[config.mk]
export PLATFORM = sky130hd
export DESIGN_NAME = clock_phaser_flat
export DESIGN_NICKNAME = d
export VERILOG_FILES = /design/src/rtl/clock_phaser_if.sv /design/src/rtl/clock_phaser.sv /design/src/flat_wrapper.sv
export SDC_FILE = /design/constraint.sdc
export NUM_CORES = 1
export LEC_CHECK = 0
export BUFFER_PORTS_ARGS = -buffer_cell sky130_fd_sc_hd__buf_2
export CORE_MARGIN = 2
export CORE_UTILIZATION = 30
export CTS_BUF_LIST = sky130_fd_sc_hd__clkbuf_16
export DETAILED_ROUTE_END_ITERATION = 10
export PLACE_DENSITY = 0.52
export SYNTH_ARGS = -nofsm -noshare
export SYNTH_HDL_FRONTEND = slang
export SYNTH_SLANG_ARGS = --single-unit
export TNS_END_PERCENT = 100
[constraint.sdc]
create_clock -name clk -period 3 [get_ports clk]
set_input_delay 0.6 -clock clk [delete_from_list [all_inputs] [get_ports clk]]
set_output_delay 0.6 -clock clk [all_outputs]
set_load 0.01 [all_outputs]
[src/rtl/clock_phaser_if.sv]
// Request/status bundle between a machine-cycle controller and clock_phaser.
//
// Handshake: run, step_req and halt are plain level requests. The phaser
// samples them on every rising clk edge and has no ready signal; the
// controller sees a request accepted when running rises. A step_req that
// arrives while running=1 is dropped, not held.
interface clock_phaser_if #(
  parameter int CNT_W = 16
);
  logic             run;
  logic             step_req;
  logic             halt;
  logic             clk_core;
  logic             clk_d;
  logic             clk_e;
  logic             clk_s;
  logic             running;
  logic             cycle_done;
  logic [CNT_W-1:0] cycle_count;

  // Controller side: issues requests, observes phases and status.
  modport master (
    output run, step_req, halt,
    input  clk_core, clk_d, clk_e, clk_s, running, cycle_done, cycle_count
  );

  // Phaser side.
  modport slave (
    input  run, step_req, halt,
    output clk_core, clk_d, clk_e, clk_s, running, cycle_done, cycle_count
  );
endinterface

[src/rtl/clock_phaser.sv]
// Four-quarter machine-cycle clock generator.
//
// A machine cycle is quarters q0..q3. Each quarter lasts DIV clk cycles,
// which a prescaler times. The FSM runs cycles back to back (RUN) or a single
// cycle (STEP). It decides whether to continue only at the boundary, which is
// the last clk of q3, so a cycle is never cut short by run or halt. Every
// output is a flop. Its next value is computed from the next FSM, quarter and
// prescaler values, so outputs line up with the state they describe and there
// is no input-to-output combinational path.
module clock_phaser #(
  parameter int DIV   = 2,
  parameter int CNT_W = 16
) (
  input  logic              clk,
  input  logic              rst,
  clock_phaser_if.slave     bus,
  output logic [1:0]        state_dbg
);

  typedef enum logic [1:0] {
    IDLE = 2'd0,
    RUN  = 2'd1,
    STEP = 2'd2
  } state_t;

  localparam logic [7:0] PRESC_LAST = 8'(DIV - 1);

  state_t      state, state_nxt;
  logic [1:0]  quarter, quarter_nxt;
  logic [7:0]  presc, presc_nxt;
  logic        at_boundary;

  logic        active_nxt;
  logic        core_nxt;
  logic        d_nxt;
  logic        done_nxt;

  logic             clk_core_q;
  logic             clk_d_q;
  logic             clk_e_q;
  logic             clk_s_q;
  logic             running_q;
  logic             cycle_done_q;
  logic [CNT_W-1:0] cycle_count_q;

  // Last clk of q3 while a cycle is in progress.
  assign at_boundary = (state != IDLE) && (quarter == 2'd3) &&
                       (presc == PRESC_LAST);

  // Next-state logic: start decision in IDLE, continue/stop decision only at
  // the boundary, otherwise advance the prescaler and quarter.
  always_comb begin
    state_nxt   = state;
    quarter_nxt = quarter;
    presc_nxt   = presc;
    case (state)
      IDLE: begin
        quarter_nxt = 2'd0;
        presc_nxt   = 8'd0;
        // halt vetoes both requests; run has priority over step_req.
        if (bus.run && !bus.halt) begin
          state_nxt = RUN;
        end else if (bus.step_req && !bus.halt) begin
          state_nxt = STEP;
        end
      end
      RUN, STEP: begin
        if (at_boundary) begin
          quarter_nxt = 2'd0;
          presc_nxt   = 8'd0;
          if ((state == RUN) && bus.run && !bus.halt) begin
            state_nxt = RUN;
          end else begin
            state_nxt = IDLE;
          end
        end else if (presc == PRESC_LAST) begin
          presc_nxt   = 8'd0;
          quarter_nxt = quarter + 2'd1;
        end else begin
          presc_nxt = presc + 8'd1;
        end
      end
      default: begin
        state_nxt   = IDLE;
        quarter_nxt = 2'd0;
        presc_nxt   = 8'd0;
      end
    endcase
  end

  // Next output values, decoded from next quarter/prescaler.
  always_comb begin
    active_nxt = (state_nxt != IDLE);
    core_nxt   = active_nxt && !quarter_nxt[1];                 // q0, q1
    d_nxt      = active_nxt && (quarter_nxt[1] ^ quarter_nxt[0]); // q1, q2
    done_nxt   = active_nxt && (quarter_nxt == 2'd3) &&
                 (presc_nxt == PRESC_LAST);
  end

  // FSM, quarter and prescaler registers.
  always_ff @(posedge clk or posedge rst) begin
    if (rst) begin
      state   <= IDLE;
      quarter <= 2'd0;
      presc   <= 8'd0;
    end else begin
      state   <= state_nxt;
      quarter <= quarter_nxt;
      presc   <= presc_nxt;
    end
  end

  // Registered phase and status outputs.
  always_ff @(posedge clk or posedge rst) begin
    if (rst) begin
      clk_core_q   <= 1'b0;
      clk_d_q      <= 1'b0;
      clk_e_q      <= 1'b0;
      clk_s_q      <= 1'b0;
      running_q    <= 1'b0;
      cycle_done_q <= 1'b0;
    end else begin
      clk_core_q   <= core_nxt;
      clk_d_q      <= d_nxt;
      clk_e_q      <= core_nxt | d_nxt;
      clk_s_q      <= core_nxt & d_nxt;
      running_q    <= active_nxt;
      cycle_done_q <= done_nxt;
    end
  end

  // Completed-cycle counter. It steps on the edge that ends the boundary clk
  // and wraps naturally.
  always_ff @(posedge clk or posedge rst) begin
    if (rst) begin
      cycle_count_q <= '0;
    end else if (at_boundary) begin
      cycle_count_q <= cycle_count_q + 1'b1;
    end
  end

  assign bus.clk_core    = clk_core_q;
  assign bus.clk_d       = clk_d_q;
  assign bus.clk_e       = clk_e_q;
  assign bus.clk_s       = clk_s_q;
  assign bus.running     = running_q;
  assign bus.cycle_done  = cycle_done_q;
  assign bus.cycle_count = cycle_count_q;
  assign state_dbg       = state;

endmodule

[src/flat_wrapper.sv]
// flat-port wrapper written by rule: the top's interface ports become plain ports
module clock_phaser_flat 
#(
  parameter int DIV   = 2,
  parameter int CNT_W = 16
)
  (clk, rst, state_dbg, bus_run, bus_step_req, bus_halt, bus_clk_core, bus_clk_d, bus_clk_e, bus_clk_s, bus_running, bus_cycle_done, bus_cycle_count);
  clock_phaser_if #(.CNT_W(CNT_W)) bus_i ();
  input  logic clk;
  input  logic rst;
  output logic [1:0] state_dbg;
  input wire logic [$bits(bus_i.run)-1:0] bus_run;
  input wire logic [$bits(bus_i.step_req)-1:0] bus_step_req;
  input wire logic [$bits(bus_i.halt)-1:0] bus_halt;
  output wire logic [$bits(bus_i.clk_core)-1:0] bus_clk_core;
  output wire logic [$bits(bus_i.clk_d)-1:0] bus_clk_d;
  output wire logic [$bits(bus_i.clk_e)-1:0] bus_clk_e;
  output wire logic [$bits(bus_i.clk_s)-1:0] bus_clk_s;
  output wire logic [$bits(bus_i.running)-1:0] bus_running;
  output wire logic [$bits(bus_i.cycle_done)-1:0] bus_cycle_done;
  output wire logic [$bits(bus_i.cycle_count)-1:0] bus_cycle_count;
  assign bus_i.run = bus_run;
  assign bus_i.step_req = bus_step_req;
  assign bus_i.halt = bus_halt;
  assign bus_clk_core = bus_i.clk_core;
  assign bus_clk_d = bus_i.clk_d;
  assign bus_clk_e = bus_i.clk_e;
  assign bus_clk_s = bus_i.clk_s;
  assign bus_running = bus_i.running;
  assign bus_cycle_done = bus_i.cycle_done;
  assign bus_cycle_count = bus_i.cycle_count;
  clock_phaser #(.DIV(DIV), .CNT_W(CNT_W)) u_core (.clk(clk), .rst(rst), .bus(bus_i), .state_dbg(state_dbg));
endmodule
After elaboration in Yosys (flattened, before gate mapping)
Cells that the tools add are included.
{ "word_totals": {"reg_bits": 34} }
{ "classes": {"bitwise": 3, "add_sub_neg": 3, "muxes": 11, "reduce_logical": 16, "n_eq_ne": 6} }
{ "op_table": {"columns": ["cell", "count"], "rows": [
  ["two-way mux 8 bit", 3],
  ["adder 16 x 1 -> 16 bit, second input constant", 1],
  ["== test 8 x 1 -> 1 bit, second input constant", 2],
  ["two-way mux 2 bit", 6],
  ["logical AND 1 bit", 10],
  ["adder 8 x 1 -> 8 bit, second input constant", 1],
  ["== test 2 bit, second input constant", 3],
  ["one-hot mux 2 bit (2 select lines)", 1],
  ["nonzero test 2 bit", 2],
  ["adder 2 x 1 -> 2 bit, second input constant", 1],
  ["== test 2 x 1 -> 1 bit, second input constant", 1],
  ["zero test 1 bit", 2],
  ["zero test 2 bit", 1],
  ["OR reduction 2 bit", 1],
  ["AND 1 bit", 1],
  ["two-way mux 1 bit", 1],
  ["bitwise OR 1 bit", 1],
  ["bitwise XOR 1 bit", 1]
]} }

Depth between registers and ports, before layout
{ "logic_depth": {"depth_word": 9, "mapped_depth": 12} }

Worst setup path before layout
Ideal clock, no wire load.
{ "synth_timing": {"path_type": "flip-flop to flip-flop", "startpoint": "register u_core.presc[1]", "endpoint": "register u_core.cycle_done_q, in the netlist u_core.bus.cycle_done", "setup_ps": 105, "required_time_ps": 2895, "arrival_ps": 2100, "path_stages_with_launch": 13, "slack_ps": 795, "n_path_buf": 0, "synth_period_minus_slack_ps": 2205, "path_cell_list": "dfrtp_1 > inv_1 > ha_1 > nor4b_2 > nand2_1 > nor3_1 > a21oi_1 > nor2b_1 > ha_1 > nand2_1 > nor4_1 > nand4_1 > nor4b_1"} }
{ "synth_between": {"elab_chain_len": 7, "elab_cells_between_ends": 16} }
{ "synth_rtl": {"columns": ["item", "line", "source"], "rows": [
  ["from (decl)", "clock_phaser.sv:30", "logic [7:0] presc, presc_nxt;"],
  ["from (signal assigned)", "clock_phaser.sv:109", "presc <= presc_nxt;"],
  ["== test 8 x 1 -> 1 bit *", "clock_phaser.sv:48, clock_phaser.sv:76", null],
  ["two-way mux 2 bit or logical AND 1 bit (tied branches)", "clock_phaser.sv:76, clock_phaser.sv:47", null],
  ["two-way mux 2 bit *", "clock_phaser.sv:68", "if (at_boundary) begin"],
  ["two-way mux 2 bit *", "clock_phaser.sv:56", "case (state)"],
  ["via u_core.quarter_nxt[0]", "clock_phaser.sv:29", "logic [1:0] quarter, quarter_nxt;"],
  ["== test 2 bit *", "clock_phaser.sv:96", "done_nxt = active_nxt && (quarter_nxt == 2'd3) &&"],
  ["logical AND 1 bit * (2 in a row)", "clock_phaser.sv:96", null],
  ["via u_core.done_nxt", "clock_phaser.sv:36", "logic done_nxt;"],
  ["to (signal assigned)", "clock_phaser.sv:128", "cycle_done_q <= done_nxt;"],
  ["to (decl)", "clock_phaser.sv:43", "logic cycle_done_q;"]
]} }
The timed path passes the listed nets; every way through them passes the cells marked *.
A chain may end at the register's enable or synchronous reset.

Worst setup path after layout
{ "layout_timing": {"startpoint": "register u_core.presc[0]", "endpoint": "register u_core.cycle_done_q, in the netlist u_core.bus.cycle_done"} }
Same word-level chain as after synthesis.

==> flow_summary.yaml <==
status:
  outcome: "completed"
logic_synthesis:
  yosysTopAreaCell: "dfrtp_1"
  synth_cell_types: 35
  synth_common_cells: "34 x dfrtp_1, 15 x xnor2_1, 13 x nand2_1, 11 x nor2_1"
  synth_edf_count: 0
  synthCells: 149
  synthTopCellsByArea: "dfrtp_1 51%, xnor2_1 7.9%, ha_1 6.0%"
  netlist_area_sq_um: 1660
  ys_seq_area_share_pct: 51.3
  synth_top_flop_cell: "dfrtp_1"
  netlist.area_leader.share_pct: 51.3
  syn_avg_cell_area_sq_um: 11.1
  synth_nets: 162
  ys_warn_count: 0
  synth-seq-cells: 34
  synth.most_common_cell: "dfrtp_1"
  async_flop_share_pct: 100
clocking:
  ctsHoldBuffers: 0
  clockBufferDepth: 2
  insertion_delay_ps: 280
  h-tree-depth: 2
  cts_buffers: 5
  clkTransAtPathRegs_ps: 60
  post-cts-setup-buffers: 0
  root_buffer: "clkbuf_16"
  clock-sinks: 34
  cts_resized: 0
  cts_tree: "yes"
floorplanning:
  fp.dieArea_sq_um: 6140
  io_pins: 29
  rows: 27
  core-area_sq_um: 5410
  initial_core_util_pct: 30.7
  die_x_um: 78.3
  chipHeight_um: 78.3
power:
  pwr-share-clk_pct: 35.8
  leakage_nw: 0.996
  ir_worst_vdd_mv: 0.192
  seq_power_share_pct: 39.8
  internal_power_mw: 0.956
  switching_share_pct: 30.3
  p_per_area_nw_per_um2: 674
  p_comb_share_pct: 24.5
  switching_power_mw: 0.416
sta:
  fmax_ghz: 0.399
  drv_slew: 0
  relSlewSlack_pct: 70.7
  setup_tns_ps: 0
  fin_hold_ws_ps: 402
  setup_viol: 0
  skew_ps: 6.21
  rsz0062_at_grt: "no"
  worst_slew_pin_slew_ps: 440
  fin_crit_sh_pct: 83.6
  hold_viol_final: 0
  fin_crit_ps: 2510
place:
  dp_hpwl_um: 2350
  gp_congestion: 0.780
  port-buffer-count: 28
  placed_cell_area_sq_um: 1900
job:
  drv_cap: 0
setup_path:
  arrival_ps: 2680
  reg2reg_depth: 11
  worstSetupEndpointType: "register"
  r2r_start: "u_core.presc[0]$_DFF_PP0_"
  worstPathMaxFanout: 10
  crit_required_ps: 3170
  reg2reg_to: "u_core.bus.cycle_done$_DFF_PP0_"
  crit_type: "reg2reg"
  reg2reg_slack_ps: 490
  start_kind: "register"
global_route:
  grt_start_max_net_pins: 35
  grt.overflow.total: 0
  antenna_found_initial: 0
  grt_pass1_wl_um: 5570
  grt_use_total_pct: 11.7
  grt_pass1_vias: 1165
finish:
  fin_util_pct: 37.7
  drive_above_1_share_pct: 23.7
  fin_nets: 198
  synthToLayoutAreaGrowth_pct: 22.9
  antennaDiodeCount: 0
  fillers: 543
  fin_area_sq_um: 2040
drt:
  wl_per_cell_um: 12.4
  drtIter0Drc: 30
  vias: 1191
  first_pass_iters: 4
  ant_nets: 0
  drt_wl_total_um: 3210
  drcViolationCount: 0
  avgViaCountPerCell: 4.62
worst_hold_path:
  min_path_type: "in2async"
critical path, cell delays in order (launching register included):
cell	delay (ps)
dfrtp_1	430
ha_1	180
nor4b_2	230
nand2_1	270
nor3_1	240
a21oi_1	60
nor2b_1	170
ha_1	180
nand2_1	50
nor4_1	160
nand4_1	130
nor4b_1	300
through the flow:
step | worst slack, ps | power, mW | cells
finish | 492 | 1.37 | 258
global route | 147 | 1.47 | 258
CTS | 489 | 1.40 | 258
detailed placement | 472 | 0.899 | 250
global placement | 598 | 0.903 | 250
floorplan | 795 | 0.796 | 149
how the worst max path moves through the flow:
stage / startpoint / endpoint / slack (ps) / cells past startpoint
finish: u_core.presc[0]$_DFF_PP0_ / u_core.bus.cycle_done$_DFF_PP0_ / 490 / 11
global route: u_core.presc[0]$_DFF_PP0_ / u_core.bus.cycle_done$_DFF_PP0_ / 150 / 11
CTS: u_core.presc[0]$_DFF_PP0_ / u_core.bus.cycle_done$_DFF_PP0_ / 490 / 11
detailed placement: u_core.presc[0]$_DFF_PP0_ / u_core.bus.cycle_done$_DFF_PP0_ / 470 / 11
global placement: u_core.presc[0]$_DFF_PP0_ / u_core.bus.cycle_done$_DFF_PP0_ / 600 / 11
floorplan: u_core.presc[1]$_DFF_PP0_ / u_core.bus.cycle_done$_DFF_PP0_ / 800 / 12
state kept, by name, summed over array words and instances (netlist names), 2 cells and up:
register                cells
u_core.quarter              2
u_core.bus.cycle_count     16
u_core.presc                8
u_core.state_dbg            2
final cells by class:
| cell class | count | area [sq um] | area share, % |
|---|---|---|---|
| Sequential cell | 34 | 851 | 41.8 |
| Inverter | 7 | 26.3 | 1.29 |
| Clock buffer | 5 | 125 | 6.14 |
| Clock inverter | 3 | 16.3 | 0.799 |
| Timing Repair Buffer | 29 | 148 | 7.25 |
| Tap cell | 72 | 90.1 | 4.42 |
| Multi-Input combinational cell | 108 | 781 | 38.3 |
power by group through the flow:
stage / clock network, mW / registers (mW) / logic (mW)
global route: 0.531 / 0.555 / 0.383
floorplan: 0 / 0.566 / 0.230
CTS: 0.507 / 0.547 / 0.345
global placement: 0 / 0.554 / 0.348
finish: 0.491 / 0.546 / 0.336
detailed placement: 0 / 0.555 / 0.343
kinds of logic after synthesis:
kind of cell | synth area share (%)
simple gates | 22.5
xor+xnor | 11.6
fa+ha+maj | 6.04
buf+inv | 1.59
mux | 0.679
compound gates | 6.26
flops | 51.3
cells in the final DEF (no fill, tap or decap), drive strengths merged, types with 2 or more instances in the layout:
| cell type | n |
|---|---|
| nand4 | 5 |
| xor2 | 7 |
| nor3 | 5 |
| clkinv | 2 |
| and2 | 6 |
| and3 | 5 |
| nand2b | 3 |
| buf | 29 |
| dfrtp | 34 |
| nor4b | 2 |
| nand2 | 13 |
| ha | 8 |
| xnor2 | 15 |
| nor2 | 11 |
| inv | 7 |
| clkbuf | 5 |
| nor2b | 2 |
| and4 | 2 |
| nand3 | 8 |
routing by layer:
metal  share of wire, %  GRT usage (%)  vias to the layer above
li1                   -              -                      589
met1                 45           13.8                      573
met2                 48           19.6                       23
met3                5.1           4.37                        6
met4                1.7           4.21                        0
met5                  0              0                        -
Note: power is estimated with default switching activity, not from simulation.
